<file path="src/rtl/lcd_sprite_ctrl.sv">
`default_nettype none
// ============================================================================
// Module   : lcd_sprite_ctrl
// Purpose  : Overlays a SPR_W x SPR_H sprite ROM on the LCD pixel stream.
//            Owns the sprite position and bounces it around the active area,
//            moving once every FRAME_DIV vertical syncs. Generates a registered
//            ROM read address/enable and a hit flag aligned with ROM data.
// Ports    : pclk, rst             - pixel clock, sync active-high reset
//            en                    - overlay enable, sampled on lcd_vs rise
//            lcd_vs                - vertical sync from timing generator
//            pixel_row/pixel_line  - current pixel x / y coordinate
//            h_disp/v_disp         - active display width / height
//            rom_addr, rom_en      - registered ROM read address / enable
//            sprite_hit            - ROM data valid for current pixel
//            spr_x, spr_y          - current sprite top-left position
//            frame_tick            - pulse in the cycle a move is applied
// Revision : 1.0  initial release
// ============================================================================
module lcd_sprite_ctrl #(
    parameter int SPR_W     = 30,
    parameter int SPR_H     = 30,
    parameter int AW        = 10,
    parameter int X0        = 200,
    parameter int Y0        = 100,
    parameter int STEP_X    = 2,
    parameter int STEP_Y    = 1,
    parameter int FRAME_DIV = 1
) (
    input  logic          pclk,
    input  logic          rst,
    input  logic          en,
    input  logic          lcd_vs,
    input  logic [10:0]   pixel_row,
    input  logic [10:0]   pixel_line,
    input  logic [10:0]   h_disp,
    input  logic [10:0]   v_disp,
    output logic [AW-1:0] rom_addr,
    output logic          rom_en,
    output logic          sprite_hit,
    output logic [10:0]   spr_x,
    output logic [10:0]   spr_y,
    output logic          frame_tick
);

    localparam logic [1:0] S_IDLE   = 2'd0;
    localparam logic [1:0] S_ACTIVE = 2'd1;
    localparam logic [1:0] S_UPDATE = 2'd2;

    localparam int               c_cnt_w    = (FRAME_DIV > 1) ? $clog2(FRAME_DIV) : 1;
    localparam logic [c_cnt_w-1:0] c_div_last = c_cnt_w'(FRAME_DIV - 1);
    localparam logic [c_cnt_w-1:0] c_cnt_one  = c_cnt_w'(1);
    localparam logic [11:0]      c_spr_w    = 12'(SPR_W);
    localparam logic [11:0]      c_spr_h    = 12'(SPR_H);
    localparam logic [11:0]      c_step_x   = 12'(STEP_X);
    localparam logic [11:0]      c_step_y   = 12'(STEP_Y);

    logic [1:0]         r_state, w_state_nxt;
    logic [c_cnt_w-1:0] r_frame_cnt, w_frame_cnt_nxt;
    logic               r_vs_d;
    logic               w_vs_rise;
    logic [10:0]        r_x, r_y;
    logic               r_dir_x, r_dir_y;      // 1 = moving toward larger coordinate
    logic [11:0]        w_move_x, w_move_y;    // {new_dir, new_pos}
    logic [11:0]        w_row, w_line, w_x, w_y, w_dx, w_dy;
    logic               w_hit;
    logic [AW-1:0]      w_addr;
    logic               r_rom_en, r_sprite_hit;
    logic [AW-1:0]      r_rom_addr;

    // One bouncing axis step. All arithmetic is 12-bit so that pos+step and
    // disp-size can never wrap before the compare. Returns {dir, pos}.
    function automatic logic [11:0] f_move(
        input logic [10:0] pos,
        input logic        dir_pos,
        input logic [10:0] disp,
        input logic [11:0] size,
        input logic [11:0] step
    );
        logic [11:0] p, lim, sum, res;
        p   = {1'b0, pos};
        lim = {1'b0, disp} - size;
        sum = p + step;
        res = {dir_pos, 11'd0};
        if ({1'b0, disp} <= size) begin
            res = {dir_pos, 11'd0};               // sprite does not fit: pin to 0
        end else if (dir_pos) begin
            if (sum >= lim) res = {1'b0, 11'(lim)};
            else            res = {1'b1, 11'(sum)};
        end else begin
            if (p <= step)  res = {1'b1, 11'd0};
            else            res = {1'b0, 11'(p - step)};
        end
        return res;
    endfunction

    assign w_vs_rise = lcd_vs & ~r_vs_d;

    always_ff @(posedge pclk) begin
        if (rst) begin
            r_state     <= S_IDLE;
            r_frame_cnt <= '0;
            r_vs_d      <= 1'b0;
        end else begin
            r_state     <= w_state_nxt;
            r_frame_cnt <= w_frame_cnt_nxt;
            r_vs_d      <= lcd_vs;
        end
    end

    // A vs rise landing in UPDATE is dropped: UPDATE always returns to ACTIVE.
    always_comb begin
        w_state_nxt     = r_state;
        w_frame_cnt_nxt = r_frame_cnt;
        case (r_state)
            S_IDLE: begin
                if (w_vs_rise && en) w_state_nxt = S_ACTIVE;
            end
            S_ACTIVE: begin
                if (w_vs_rise) begin
                    if (!en) begin
                        w_state_nxt = S_IDLE;
                    end else if (r_frame_cnt == c_div_last) begin
                        w_state_nxt     = S_UPDATE;
                        w_frame_cnt_nxt = '0;
                    end else begin
                        w_frame_cnt_nxt = r_frame_cnt + c_cnt_one;
                    end
                end
            end
            S_UPDATE: w_state_nxt = S_ACTIVE;
            default:  w_state_nxt = S_IDLE;
        endcase
    end

    assign w_move_x = f_move(r_x, r_dir_x, h_disp, c_spr_w, c_step_x);
    assign w_move_y = f_move(r_y, r_dir_y, v_disp, c_spr_h, c_step_y);

    // Position only moves in the cycle after vs, so a frame never tears.
    always_ff @(posedge pclk) begin
        if (rst) begin
            r_x     <= 11'(X0);
            r_y     <= 11'(Y0);
            r_dir_x <= 1'b1;
            r_dir_y <= 1'b1;
        end else if (r_state == S_UPDATE) begin
            {r_dir_x, r_x} <= w_move_x;
            {r_dir_y, r_y} <= w_move_y;
        end
    end

    assign w_row  = {1'b0, pixel_row};
    assign w_line = {1'b0, pixel_line};
    assign w_x    = {1'b0, r_x};
    assign w_y    = {1'b0, r_y};
    assign w_dx   = w_row - w_x;
    assign w_dy   = w_line - w_y;

    assign w_hit = (r_state != S_IDLE)
                 && (w_row  >= w_x) && (w_row  < w_x + c_spr_w)
                 && (w_line >= w_y) && (w_line < w_y + c_spr_h);

    // Address computed modulo 2**AW, which equals truncating the full value.
    assign w_addr = AW'(w_dx) + AW'(SPR_W) * AW'(w_dy);

    // ROM has one cycle of read latency, so sprite_hit trails rom_en by one.
    always_ff @(posedge pclk) begin
        if (rst) begin
            r_rom_en     <= 1'b0;
            r_rom_addr   <= '0;
            r_sprite_hit <= 1'b0;
        end else begin
            r_rom_en     <= w_hit;
            r_rom_addr   <= w_hit ? w_addr : '0;
            r_sprite_hit <= r_rom_en;
        end
    end

    assign rom_en     = r_rom_en;
    assign rom_addr   = r_rom_addr;
    assign sprite_hit = r_sprite_hit;
    assign spr_x      = r_x;
    assign spr_y      = r_y;
    assign frame_tick = (r_state == S_UPDATE);

endmodule
`default_nettype wire

</file>
<file path="config.mk">
export PLATFORM = sky130hd
export DESIGN_NAME = lcd_sprite_ctrl
export DESIGN_NICKNAME = d
export VERILOG_FILES = /design/src/rtl/lcd_sprite_ctrl.sv
export SDC_FILE = /design/constraint.sdc
export NUM_CORES = 1
export LEC_CHECK = 0
export CAP_MARGIN = 20
export CORE_MARGIN = 4
export CORE_UTILIZATION = 45
export DETAILED_ROUTE_END_ITERATION = 8
export HOLD_SLACK_MARGIN = 0.1
export PLACE_DENSITY_LB_ADDON = 0.3
export SYNTH_ARGS = -nofsm -noshare
export SYNTH_HDL_FRONTEND = slang
export SYNTH_SLANG_ARGS = --single-unit
</file>
<file path="constraint.sdc">
create_clock -name pclk -period 9.26 [get_ports pclk]
set_input_delay 2.778 -clock pclk [delete_from_list [all_inputs] [get_ports pclk]]
set_output_delay 2.778 -clock pclk [all_outputs]
set_load 0.01 [all_outputs]
</file>
==> results of run 1 <==
## per-stage QoR
step	instance area (µm²)	utilization, %	hold slack [ns]	instances	power (µW)
after floorplan	5831	-	0.4469	735	780.4
after global placement	6734	53.15	0.4519	962	885.6
after detailed placement	6734	53.15	0.4688	962	914.2
after CTS	6908	54.52	0.4774	970	1125
after global routing	6915	54.58	0.5052	971	1233
final	6915	54.58	0.4717	971	1120
## final timing paths
check                      from           to
setup / recovery  pixel_line[0]  rom_addr[9]
hold / removal           rom_en   sprite_hit
setup reg to reg       spr_y[2]  rom_addr[9]
hold reg to reg          rom_en   sprite_hit
## flip-flops by register name, indices dropped and copies added (netlist names)
signal,flops
spr_x,11
r_state,2
rom_en,1
r_dir_y,1
rom_addr,10
r_vs_d,1
spr_y,11
sprite_hit,1
r_dir_x,1
## cell usage in the layout, fill, tap and decap left out, types with 19 or more instances in the layout
cell type        count
ha_1                95
nand3_1             19
clkdlybuf4s50_1     82
nand2_1             47
o21ai_0             27
dfxtp_1             39
nor2_1              59
xnor2_1             61
inv_1               84
a21oi_1             44
nor3_1              23
## metal layers
| metal | vias up | share of wire (%) | GRT usage (%) |
|---|---|---|---|
| met2 | 210 | 49 | 37.19 |
| li1 | 2706 | - | - |
| met5 | - | 0 | 0 |
| met3 | 22 | 5.9 | 3.018 |
| met4 | 0 | 1.6 | 6.793 |
| met1 | 2556 | 43 | 26.11 |
## layout make-up
class,count,area [µm²]
clock inverters,2,35.03
inverters,85,319.1
flip-flops and latches,39,780.7
fillers,1183,5756
repair buffers,84,835.8
clock buffers,6,138.9
well taps,172,215.2
multi-input cells,583,4591
## cell families after synthesis
| logic type | share of synthesized area [%] |
|---|---|
| AOI/OAI and AO/OA | 19.08 |
| xor gates and xnor gates | 12.02 |
| adders and majority gates | 26.22 |
| buffers and inverters | 7.875 |
| DFF | 13.39 |
| muxes | 2.747 |
| and+or+nand+nor | 18.67 |
## power groups by stage
stage                     sequential (µW)  clock, µW  combinational (µW)
after CTS                             180        211                 734
final                                 180        211                 730
after global routing                  181        221                 831
after floorplan                       181          0                 600
after global placement                183          0                 703
after detailed placement              183          0                 731
==> out/qor.yml, run 1 <==
logic_synthesis:
  synth.top_cells.by_count: "95 x ha_1, 84 x inv_1, 61 x xnor2_1"
  syn_area_um2: 5831
  synth.distinct_cells: 70
  yosys.area.top_type_share_pct: 20.39
  synth.avg_cell_area_um2: 7.933
  yosysTopAreaCell: "ha_1"
  synth.most_common_cell: "ha_1"
  ys_top_cells_by_area: "ha_1 20%, dfxtp_1 13%, xnor2_1 9.2%, fa_1 5.8%, inv_1 5.4%"
  synth_warnings: 0
  synth_seq_cells: 39
  synth_edf_count: 0
  syn_inst: 735
  seq_area_frac_synth_pct: 13.39
  synth_ff_type: "dfxtp_1"
  synth_nets: 895
  synthArstFlopShare_pct: 0
critical_path:
  r2r_slack_ns: 3.78
  critical_path_class: "in2reg"
  cp_num_buf_inv: 3
  crit_top_cell: "fa_1"
  end_kind: "register"
  cp.required_ns: 9.44
  worst_ep_arrival_time_ns: 8.10
  path_cells: "clkdlybuf4s50_1 > inv_1 > ha_1 > fa_1 > xor2_1 > fa_1 > fa_1 > inv_1 > ha_1 > a21o_1 > a21oi_1 > o21bai_1 > a21oi_1 > xor2_1 > fa_1 > xnor2_1 > xnor2_1 > xnor2_1 > xnor3_1 > xnor3_1 > nor2_1"
  cp_slowest_stage_delay_ns: 0.55
  cp-start-kind: "primary input"
  worst-path-stages: 21
  worstPathMaxFanout: 4
  r2r_cells: 19
  critical-path-top-delay-family: "adder cells"
  slowest_stage: "fa_1"
timing:
  tightestPinTransition_ns: 0.9365
  fin_crit_sh_pct: 85.50
  relSlewSlack_pct: 37.34
  fmaxAchievable_ghz: 0.1263
  layout_setup_ws_ns: 1.343
  hold_viol: 0
  period_needed_ns: 7.917
  clock_skew_ns: 0.01248
  finalSetupTns_ns: 0
  setup-violations-final: 0
  slew_viol_final: 0
  rsz0062_at_grt: "no"
clock_tree:
  clk_path_buf_depth: 2
  cts.sinks: 39
  ctsResizeCount: 0
  root_buffer: "clkbuf_16"
  htreeDepth: 2
  cts_tree: "built"
  worst_skew_pair.late_latency_ns: 0.30
  numCtsBuffers: 5
  post_cts_buffers: 0
  clk_pin_slew_ns: 0.07
  cts_hold_buf: 0
floorplanning:
  die_y_um: 121.8
  dieArea_um2: 14840
  core_area_um2: 12670
  num_rows: 41
  initial_utilization_pct: 46.02
  io_pins: 83
  die_w_um: 121.8
grt:
  grt_pass1_vias: 5521
  grt_max_degree: 29
  grt-ovfl-total: 0
  antenna_found_initial: 0
  track_usage_pct: 20.97
  grt_pass1_wl_mm: 25.27
detailed_routing:
  wl_mm: 15.32
  drc: 0
  detail_route.vias_per_cell: 5.658
  vias: 5494
  first_pass_iters: 6
  drtAntennaViolNets: 0
  wire_per_inst_um: 15.77
  first_iter_violations: 293
pwr:
  pwr-share-comb_pct: 65.2
  p_leak_uw: 0.002960
  switching_power_uw: 424.6
  p_int_uw: 695.5
  ir_worst_vdd_v: 0.0001964
  seq_power_share_pct: 16.0
  p_sw_share_pct: 37.90
  powerDensity_nw_per_um2: 162.0
  p_clk_share_pct: 18.8
job:
  drv_cap: 0
place:
  globalplace.congestion: 0.8771
  placement.io_buffers: 82
  pre_cts_slack_ns: 1.004
  dp_hpwl_mm: 12.39
finish:
  nets: 958
  antenna_cells: 0
  area_delta_synth_final_pct: 18.61
  drive_above_1_share_pct: 4.631
min_path:
  hp-class: "reg2reg"
  holdPathStages: 1
run_status:
  outcome: "finished clean"
(Power assumes the default switching activity.)
==> run 2, diff against run 1 <==
Settings changed: GPL_ROUTABILITY_DRIVEN from default to 0.
==> run 2 against run 1 <==
Total power shrank 0.31%. Global-route usage shrank 0.14 points. Critical path depth is the same. Die area is the same. Critical endpoint unchanged. Sequential power is essentially flat. Maximum frequency shrank 1.0%. Cell area is the same. Via count shrank 1.6%. Worst setup slack lost 0.081 ns.
==> out/qor.yml, run 2 (synthesized netlist as in run 1, its figures left out) <==
run_status:
  outcome: "finished clean"
critical_path:
  slowest_stage: "fa_1"
  crit_top_cell: "fa_1"
  cp.required_ns: 9.43  # about the same
  cp-start-kind: "primary input"
  critical_path_class: "in2reg"
  path_cells: "clkdlybuf4s50_1 > inv_1 > ha_1 > fa_1 > xor2_1 > fa_1 > fa_1 > inv_1 > ha_1 > a21o_1 > a21oi_1 > o21bai_1 > a21oi_1 > xor2_1 > fa_1 > xnor2_1 > xnor2_1 > xnor2_1 > xnor3_1 > xnor3_1 > nor2_1"
  worstPathMaxFanout: 4  # unchanged
  r2r_cells: 19  # unchanged
  worst_ep_arrival_time_ns: 8.17  # +0.07 ns
  cp_slowest_stage_delay_ns: 0.55  # about the same
  end_kind: "register"
job:
  drv_cap: 0  # unchanged
grt:
  grt-ovfl-total: 0  # unchanged
  track_usage_pct: 20.84  # -0.14 points
  grt_max_degree: 29  # unchanged
  antenna_found_initial: 0  # unchanged
  grt_pass1_wl_mm: 25.32  # +0.19%
  grt_pass1_vias: 5409  # -2.0%
clock_tree:
  root_buffer: "clkbuf_16"
  clk_path_buf_depth: 2  # unchanged
  numCtsBuffers: 5  # unchanged
  worst_skew_pair.late_latency_ns: 0.29  # about the same
  htreeDepth: 2  # unchanged
  cts_hold_buf: 0  # unchanged
  post_cts_buffers: 0  # unchanged
  cts.sinks: 39  # unchanged
  cts_tree: "built"
  clk_pin_slew_ns: 0.07  # about the same
  ctsResizeCount: 0  # unchanged
finish:
  antenna_cells: 0  # unchanged
  area_delta_synth_final_pct: 18.61  # unchanged
  nets: 958  # unchanged
  fin_util_pct: 54.58  # unchanged
  layout_common_cells: "95 x ha_1, 84 x inv_1, 82 x clkdlybuf4s50_1"
  drive_above_1_share_pct: 4.631  # unchanged
  n_fill_cell: 1198  # +1.3%
  final_common_cell: "ha_1"
  post-route-cell-area_um2: 6915  # unchanged
  stdcell_count: 971  # unchanged
timing:
  rsz0062_at_grt: "no"
  hold_viol: 0  # unchanged
  slew_viol_final: 0  # unchanged
  fmaxAchievable_ghz: 0.1250  # -1.0%
  fin_crit_sh_pct: 86.37  # +0.87 points
  period_needed_ns: 7.998  # +0.08102 ns
  tightestPinTransition_ns: 0.9532  # +0.01668 ns
  clock_skew_ns: 0.008304  # -0.004179 ns
  relSlewSlack_pct: 36.22  # -1.1 points
  setup-violations-final: 0  # unchanged
  finalSetupTns_ns: 0  # unchanged
detailed_routing:
  first_iter_violations: 342  # +17%
  wl_mm: 15.12  # -1.3%
  first_pass_iters: 5  # -1
  wire_per_inst_um: 15.57  # -1.3%
  drc: 0  # unchanged
  vias: 5408  # -1.6%
  drtAntennaViolNets: 0  # unchanged
  detail_route.vias_per_cell: 5.570  # -1.6%
place:
  post_dp_cell_area_um2: 6734  # unchanged
  placement.io_buffers: 82  # unchanged
  placed_cells: 962  # unchanged
  dp_hpwl_mm: 12.30  # -0.76%
min_path:
  holdPathStages: 1  # unchanged
  hp-class: "reg2reg"
pwr:
  powerDensity_nw_per_um2: 161.5  # -0.31%
  ir_worst_vdd_v: 0.0001812  # -7.8%
  p_leak_uw: 0.002960  # unchanged
floorplanning:
  core_area_um2: 12670  # unchanged
  die_w_um: 121.8  # unchanged
  die_y_um: 121.8  # unchanged
  num_rows: 41  # unchanged
  dieArea_um2: 14840  # unchanged
  initial_utilization_pct: 46.02  # unchanged
  io_pins: 83  # unchanged
-- run 2: critical path, delay by kind of cell --
| family | cells | cell delay, ns |
|---|---|---|
| xor+xnor | 7 | 1.75 |
| fa+ha+maj | 6 | 2.38 |
| compound gates | 4 | 0.66 |
| simple gates | 1 | 0.04 |
| buf+inv | 3 | 0.57 |
-- run 2: final cells by class --
cell class	count	area (µm²)	area share [%]
sequential	39	780.7	11.29
clock inverter	2	35.03	0.5066
timing repair buffer	84	835.8	12.09
multi-input combinational	583	4591	66.38
tap	172	215.2	3.112
inverter	85	319.1	4.614
clock buffer	6	138.9	2.008
-- run 2: path summary, 6_finish.rpt --
path / startpoint / slack (ns) / end
hold reg to reg: rom_en / 0.46 / sprite_hit
hold / removal: rom_en / 0.46 / sprite_hit
setup / recovery: pixel_line[0] / 1.26 / rom_addr[9]
setup reg to reg: spr_y[0] / 3.70 / rom_addr[9]
-- run 2: stage by stage --
step	setup WS (ns)	hold WS, ns	total power [µW]
3_5_place_dp	0.9310	0.4619	910.9
5_1_grt	0.9565	0.4827	1228
4_1_cts	1.243	0.4707	1125
2_1_floorplan	1.834	0.4469	780.4
3_3_place_gp	1.140	0.4516	884.4
6_report	1.262	0.4645	1117
-- run 2: where the power goes --
group / internal, µW / total, µW / switching [µW]
sequential: 172 / 180 / 8.24
clock: 134 / 211 / 76.4
combinational: 388 / 726 / 338
-- run 2: routing by layer --
layer	part of all wire, %	GRT usage, %	routed length, µm	vias to the layer above
li1	-	-	-	2700
met1	44	26.44	6681	2514
met2	49	37.02	7375	175
met3	5.6	3.157	846	19
met4	1.4	5.182	211	0
met5	0	0	0	-
